--- src/rtl/mem_arb_pkg.sv ---
// Shared types and the slot ownership map for mem_slot_arbiter.
// Optional feature macro: MEM_ARB_DMA_SLOT_EN (defined -> slot 2 belongs to dma, else to cpu).
// Pure declarations, no logic.
package mem_arb_pkg;

  typedef enum logic [1:0] {
    S_IDLE,
    S_ISSUE,
    S_WAIT
  } state_e;

  typedef enum logic [1:0] {
    REQ_CPU,
    REQ_VID,
    REQ_DMA,
    REQ_NONE
  } req_id_e;

  // Slot 0 is the frame_sync slot and always feeds the video refresh.
  localparam req_id_e SLOT0_OWNER = REQ_VID;
  localparam req_id_e SLOT1_OWNER = REQ_CPU;
`ifdef MEM_ARB_DMA_SLOT_EN
  localparam req_id_e SLOT2_OWNER = REQ_DMA;
`else
  localparam req_id_e SLOT2_OWNER = REQ_CPU;
`endif
  localparam req_id_e SLOT3_OWNER = REQ_CPU;

  function automatic req_id_e slot_owner(input logic [1:0] slot);
    case (slot)
      2'd0:    return SLOT0_OWNER;
      2'd1:    return SLOT1_OWNER;
      2'd2:    return SLOT2_OWNER;
      default: return SLOT3_OWNER;
    endcase
  endfunction

endpackage

--- src/rtl/mem_arb_pick.sv ---
// Winner selection for one memory slot: slot owner first, then cpu > dma > vid.
// Latency: purely combinational.
// Backpressure: none; caller masks requests it must not grant.
module mem_arb_pick
  import mem_arb_pkg::*;
(
  input  logic [1:0] slot,
  input  logic       cpu_req,
  input  logic       vid_req,
  input  logic       dma_req,
  output req_id_e    winner
);

  req_id_e owner;
  logic    owner_req;

  // Owner of the slot wins if it asks; otherwise fixed priority fallback.
  always_comb begin
    owner     = slot_owner(slot);
    owner_req = 1'b0;
    case (owner)
      REQ_CPU: owner_req = cpu_req;
      REQ_VID: owner_req = vid_req;
      REQ_DMA: owner_req = dma_req;
      default: owner_req = 1'b0;
    endcase
    winner = REQ_NONE;
    if (owner_req)    winner = owner;
    else if (cpu_req) winner = REQ_CPU;
    else if (dma_req) winner = REQ_DMA;
    else if (vid_req) winner = REQ_VID;
  end

endmodule

--- src/rtl/mem_slot_arbiter.sv ---
// Time-slotted arbiter sharing one 8-bit memory port between cpu, vid and dma.
// Latency: mem_req 1 clk after the granting slot_ce; X_ack 1 clk after mem_ready or timeout.
// Backpressure: requests are levels held until X_ack; cpu_wait stalls the cpu meanwhile.
// Optional feature macro MEM_ARB_DMA_SLOT_EN selects the owner of slot 2 (see mem_arb_pkg).
module mem_slot_arbiter
  import mem_arb_pkg::*;
#(
  parameter int ADDR_W  = 22,
  parameter int TMO_CYC = 15
) (
  input  logic              clk,
  input  logic              reset,
  input  logic              slot_ce,
  input  logic              frame_sync,
  input  logic              cpu_req,
  input  logic [ADDR_W-1:0] cpu_addr,
  input  logic              cpu_we,
  input  logic [7:0]        cpu_wdata,
  output logic              cpu_ack,
  input  logic              vid_req,
  input  logic [ADDR_W-1:0] vid_addr,
  input  logic              vid_we,
  input  logic [7:0]        vid_wdata,
  output logic              vid_ack,
  input  logic              dma_req,
  input  logic [ADDR_W-1:0] dma_addr,
  input  logic              dma_we,
  input  logic [7:0]        dma_wdata,
  output logic              dma_ack,
  output logic              mem_req,
  output logic [ADDR_W-1:0] mem_addr,
  output logic              mem_we,
  output logic [7:0]        mem_wdata,
  input  logic              mem_ready,
  input  logic [7:0]        mem_rdata,
  output logic [7:0]        rdata,
  output logic              cpu_wait,
  output logic              tmo_err
);

  // Timeout fires on the TMO_CYC-th consecutive WAIT clock without mem_ready.
  localparam logic [3:0] TMO_LAST = 4'(TMO_CYC - 1);

  state_e            state;
  req_id_e           cur_id;
  req_id_e           win_id;
  logic [1:0]        slot_cnt;
  logic [1:0]        cur_slot;
  logic [3:0]        tmo_cnt;
  logic              grant;
  logic [ADDR_W-1:0] win_addr;
  logic              win_we;
  logic [7:0]        win_wdata;

  // A frame_sync strobe marks slot 0 regardless of where the counter drifted.
  assign cur_slot = frame_sync ? 2'd0 : slot_cnt;
  assign cpu_wait = cpu_req & ~cpu_ack;

  // Slot counter advances on every slot_ce, granted or not.
  always_ff @(posedge clk or posedge reset) begin
    if (reset)        slot_cnt <= 2'd0;
    else if (slot_ce) slot_cnt <= cur_slot + 2'd1;
  end

  // A requester being acked this clock is not eligible again in the same clock.
  mem_arb_pick u_pick (
    .slot    (cur_slot),
    .cpu_req (cpu_req & ~cpu_ack),
    .vid_req (vid_req & ~vid_ack),
    .dma_req (dma_req & ~dma_ack),
    .winner  (win_id)
  );

  assign grant = slot_ce && (state == S_IDLE) && (win_id != REQ_NONE);

  // Route the winning requester's command onto the capture path.
  always_comb begin
    win_addr  = cpu_addr;
    win_we    = cpu_we;
    win_wdata = cpu_wdata;
    case (win_id)
      REQ_VID: begin
        win_addr  = vid_addr;
        win_we    = vid_we;
        win_wdata = vid_wdata;
      end
      REQ_DMA: begin
        win_addr  = dma_addr;
        win_we    = dma_we;
        win_wdata = dma_wdata;
      end
      default: begin
      end
    endcase
  end

  // Access FSM: capture command at grant, one-clk mem_req, then wait for ready or timeout.
  always_ff @(posedge clk or posedge reset) begin
    if (reset) begin
      state     <= S_IDLE;
      cur_id    <= REQ_NONE;
      tmo_cnt   <= 4'd0;
      mem_req   <= 1'b0;
      mem_addr  <= '0;
      mem_we    <= 1'b0;
      mem_wdata <= 8'h00;
      cpu_ack   <= 1'b0;
      vid_ack   <= 1'b0;
      dma_ack   <= 1'b0;
      rdata     <= 8'hFF;
      tmo_err   <= 1'b0;
    end else begin
      mem_req <= 1'b0;
      cpu_ack <= 1'b0;
      vid_ack <= 1'b0;
      dma_ack <= 1'b0;
      case (state)
        S_IDLE: begin
          if (grant) begin
            state     <= S_ISSUE;
            cur_id    <= win_id;
            mem_req   <= 1'b1;
            mem_addr  <= win_addr;
            mem_we    <= win_we;
            mem_wdata <= win_wdata;
          end
        end
        S_ISSUE: begin
          state   <= S_WAIT;
          tmo_cnt <= 4'd0;
        end
        S_WAIT: begin
          if (mem_ready || (tmo_cnt == TMO_LAST)) begin
            state   <= S_IDLE;
            cpu_ack <= (cur_id == REQ_CPU);
            vid_ack <= (cur_id == REQ_VID);
            dma_ack <= (cur_id == REQ_DMA);
            if (!mem_we) rdata <= mem_ready ? mem_rdata : 8'hFF;
            if (!mem_ready) tmo_err <= 1'b1;
          end else begin
            tmo_cnt <= tmo_cnt + 4'd1;
          end
        end
        default: state <= S_IDLE;
      endcase
    end
  end

endmodule
--- config.mk ---
export PLATFORM = sky130hd
export DESIGN_NAME = mem_slot_arbiter
export DESIGN_NICKNAME = d
export VERILOG_FILES = /design/src/rtl/mem_arb_pkg.sv /design/src/rtl/mem_arb_pick.sv /design/src/rtl/mem_slot_arbiter.sv
export SDC_FILE = /design/constraint.sdc
export NUM_CORES = 1
export LEC_CHECK = 0
export CORE_AREA = 2 2 93 95
export CTS_BUF_LIST = sky130_fd_sc_hd__clkbuf_8
export CTS_CLUSTER_SIZE = 30
export DETAILED_ROUTE_END_ITERATION = 8
export DIE_AREA = 0 0 95 97
export PLACE_DENSITY = 0.74
export SLEW_MARGIN = 25
export SYNTH_ARGS = -nofsm -noshare
export SYNTH_HDL_FRONTEND = slang
export SYNTH_SLANG_ARGS = --single-unit
--- constraint.sdc ---
create_clock -name clk -period 2.6 [get_ports clk]
set_clock_uncertainty 0.1 [all_clocks]
set_input_delay 0.39 -clock clk [delete_from_list [all_inputs] [get_ports clk]]
set_output_delay 0.39 -clock clk [all_outputs]
set_load 0.02 [all_outputs]
==> flow_metrics.py <==
metrics = {
    "outcome": {
        "run_status": "completed",
    },
    "pwr": {
        "peakVddDrop_v": 0.0003930,
        "p_per_area_nw_per_um2": 923.6,
        "totalPowerFinal_mw": 4.747,
        "static-leakage-power_nw": 2.070,
    },
    "detailed_routing": {
        "wire_per_inst_um": 16.47,
        "routed_wirelength_um": 8828,
        "postRouteAntennaNets": 0,
        "detailroute.via_count": 2793,
        "post_detailed_route_drc_marker_count": 0,
        "drtPass1Iterations": 4,
        "post_drt_via_cell_ratio": 5.211,
        "drt_iter0_drc": 86,
    },
    "worst_setup_path": {
        "crit_required_ns": 2.70,
        "critPathLaunch": "frame_sync",
        "worstPathArrival_ns": 2.63,
        "setup.worst_path.start_class": "primary input",
        "path_class": "in2reg",
        "worstReg2RegStart": "slot_cnt[1]",
        "timing.critical_path.fanout_max": 16,
        "worst_r2r_path_depth": 12,
        "worst_setup_path_end_kind": "flop",
    },
    "synth": {
        "synth_area_um2": 2957,
        "synth.lib_cells_used.distinct": 37,
        "netlist.area_leader.share": 0.3724,
        "syn_inst": 272,
        "syn_area_per_cell_um2": 10.87,
        "number_of_nets_in_the_synthesized_netlist": 387,
        "synth-seq-cells": 54,
        "netlist.top_cell.by_area": "dfrtp_1",
        "ys_seq_area_frac": 0.4613,
        "post_synth_main_area_contributors": "dfrtp_1 (37%), o31ai_2 (13%), a221oi_1 (9.5%)",
        "yosys_warnings": 0,
    },
    "floorplan": {
        "die_area_um2": 9215,
        "die_height_um": 97,
        "effective_utilization_at_floorplan": 0.3635,
        "design.portCount": 154,
        "fp.coreArea_um2": 8134,
        "placement_row_count": 33,
        "die_w_um": 95,
    },
    "sta": {
        "setup-tns-final_ns": 0,
        "maxClockFrequency_ghz": 0.3950,
        "max_slew.worst_pin.slew_ns": 0.5916,
        "post-route-period-util": 0.9738,
        "grt_setup_unrepaired": "false",
        "finalMaxSlewViolations": 0,
        "post-route-min-period_ns": 2.532,
        "maxSlewHeadroom": 0.6050,
        "finalSetupViolCount": 0,
        "timing.final.hold_violations": 0,
    },
    "grt": {
        "grt_use_total": 0.1903,
        "grt_antenna_before_repair": 0,
        "grt_overflow": 0,
        "largest_net_degree_at_the_start_of_global_routing": 33,
        "grt_pass1_vias": 2889,
        "grt_first_pass_wirelength_um": 13940,
    },
    "finish": {
        "post_layout_nonfiller_instances": 536,
        "syn2layout_area_growth_pct": 73.85,
        "layout_cell_share_with_drive_strength_beyond_1": 0.2599,
        "fillers": 647,
        "final_core_utilization": 0.6319,
        "num-nets-final": 545,
        "antenna_cells_inserted": 0,
        "multiInputGateArea_um2": 1682,
        "regArea_um2": 1364,
    },
    "hold_path": {
        "type_of_the_tightest_min_delay_check": "in2async",
    },
    "cts": {
        "cts_inserted_buffers": 5,
        "clk_latency_ns": 0.31,
        "htree_num_levels": 2,
        "cts.root.buffer_cell": "clkbuf_8",
        "cts_hold_buffers": 0,
        "cts.sink_count": 54,
        "clkSlewWorstSetupHoldPaths_ns": 0.10,
        "cts-root-to-sink-buffers": 2,
        "cts_tree": "done",
    },
    "placement": {
        "placed_cells_incl_taps": 523,
        "portBuffers": 153,
        "place.detailed.hpwl_um": 6362,
        "gp_congestion": 0.8112,
    },
    "flow_run": {
        "cap_violations": 0,
    },
}
[final cells by class]
type	count	share of cell area
repair buffers	174	0.3539
multi-input cells	186	0.3272
flip-flops and latches	54	0.2653
well taps	105	0.02556
clock buffers	5	0.01339
clock inverters	3	0.008033
inverters	9	0.006573
[metal layers]
layer	vias to the layer above	share of wire	track usage
met4	0	0.018	0.05017
met3	11	0.078	0.05685
met2	111	0.51	0.3377
li1	1330	-	-
met5	-	0	0
met1	1341	0.40	0.2196
[stage by stage]
step                      cell area [um2]  hold WS (ns)  worst slack, ns
after floorplan                      2959        0.3698          0.04452
after global placement               4702        0.3489          -0.4186
after detailed placement             4702        0.3535          -0.4589
after CTS                            5091        0.3778          0.01743
after global routing                 5140        0.3920         0.001095
final                                5140        0.3561          0.06805
[cells by family (layout without fill, tap and decap cells)]
group           count (synthesis)  in the layout  share of synthesized area
fa+ha+maj                       6              6                    0.02539
flops                          54             54                     0.4613
simple gates                   93             93                     0.1689
buf+inv                        32            191                    0.05670
compound gates                 86             86                     0.2840
mux                             1              1                   0.003808
[final timing paths]
path,to,slack [ns]
min in group clk,tmo_err,0.37
max reg2reg,mem_addr[5],0.11
max in group asynchronous,rdata[1],1.40
min,mem_addr[21],0.36
min reg2reg,tmo_err,0.37
max,mem_addr[0],0.07
[power by group]
group | leakage [nW] | internal, mW | switching, mW | total [mW]
Combinational | 1.36 | 1.39 | 1.31 | 2.71
Sequential | 0.657 | 1.24 | 0.233 | 1.47
Clock | 0.0556 | 0.284 | 0.286 | 0.570
[sequential cells by signal, summed over array words and instances (netlist names)]
signal	cells
mem_wdata	8
state	2
vid_ack	1
mem_addr	22
mem_req	1
mem_we	1
cur_id	2
slot_cnt	2
tmo_err	1
rdata	8
dma_ack	1
cpu_ack	1
tmo_cnt	4
[synthesized netlist by cell type (all sizes together)]
master	n
a22o	2
buf	9
dfrtp	44
a21oi	3
a2bb2oi	1
a31oi	1
a221oi	32
a21o	1
nand3	1
nand3b	1
and4	1
a211oi	1
nand2b	3
nor4	1
and4b	1
o2bb2ai	1
ha	6
nor2b	36
o21ai	3
nor3b	1
o31ai	32
nor2	3
or3b	1
dfstp	10
a22oi	1
nor3	3
nor4b	2
or4b	1
nand2	38
o22a	8
inv	9
clkbuf	14
mux2	1
[cell usage in the layout, fill, tap and decap left out, types with 3 or more instances in the layout]
| master | Yosys | routed |
|---|---|---|
| clkbuf_8 | 0 | 5 |
| ha_1 | 6 | 4 |
| o22a_1 | 8 | 8 |
| a221oi_2 | 0 | 29 |
| buf_12 | 0 | 7 |
| inv_1 | 9 | 9 |
| dfrtp_1 | 44 | 44 |
| dfstp_2 | 10 | 10 |
| nor2_1 | 3 | 3 |
| nand2_1 | 38 | 37 |
| a21oi_1 | 3 | 3 |
| o31ai_2 | 31 | 31 |
| buf_4 | 0 | 11 |
| nor2b_1 | 36 | 34 |
| clkdlybuf4s50_1 | 0 | 152 |
[worst max-delay path, cell delays in order]
cell           delay [ns]
dlygate4sd2_1        0.25
nand2b_1             0.18
ha_4                 0.17
or3b_2               0.46
a21o_1               0.21
buf_4                0.14
ha_1                 0.20
buf_4                0.24
a221oi_4             0.31
o31ai_2              0.09
[timing repair]
action                     in CTS  in global routing
gates resized for setup        39                  5
pin swaps                       2                  2
gates cloned                    2                  0
setup buffers                   2                  1
setup endpoints to repair      31                 32
No activity file was read; power rests on OpenSTA's default activity.
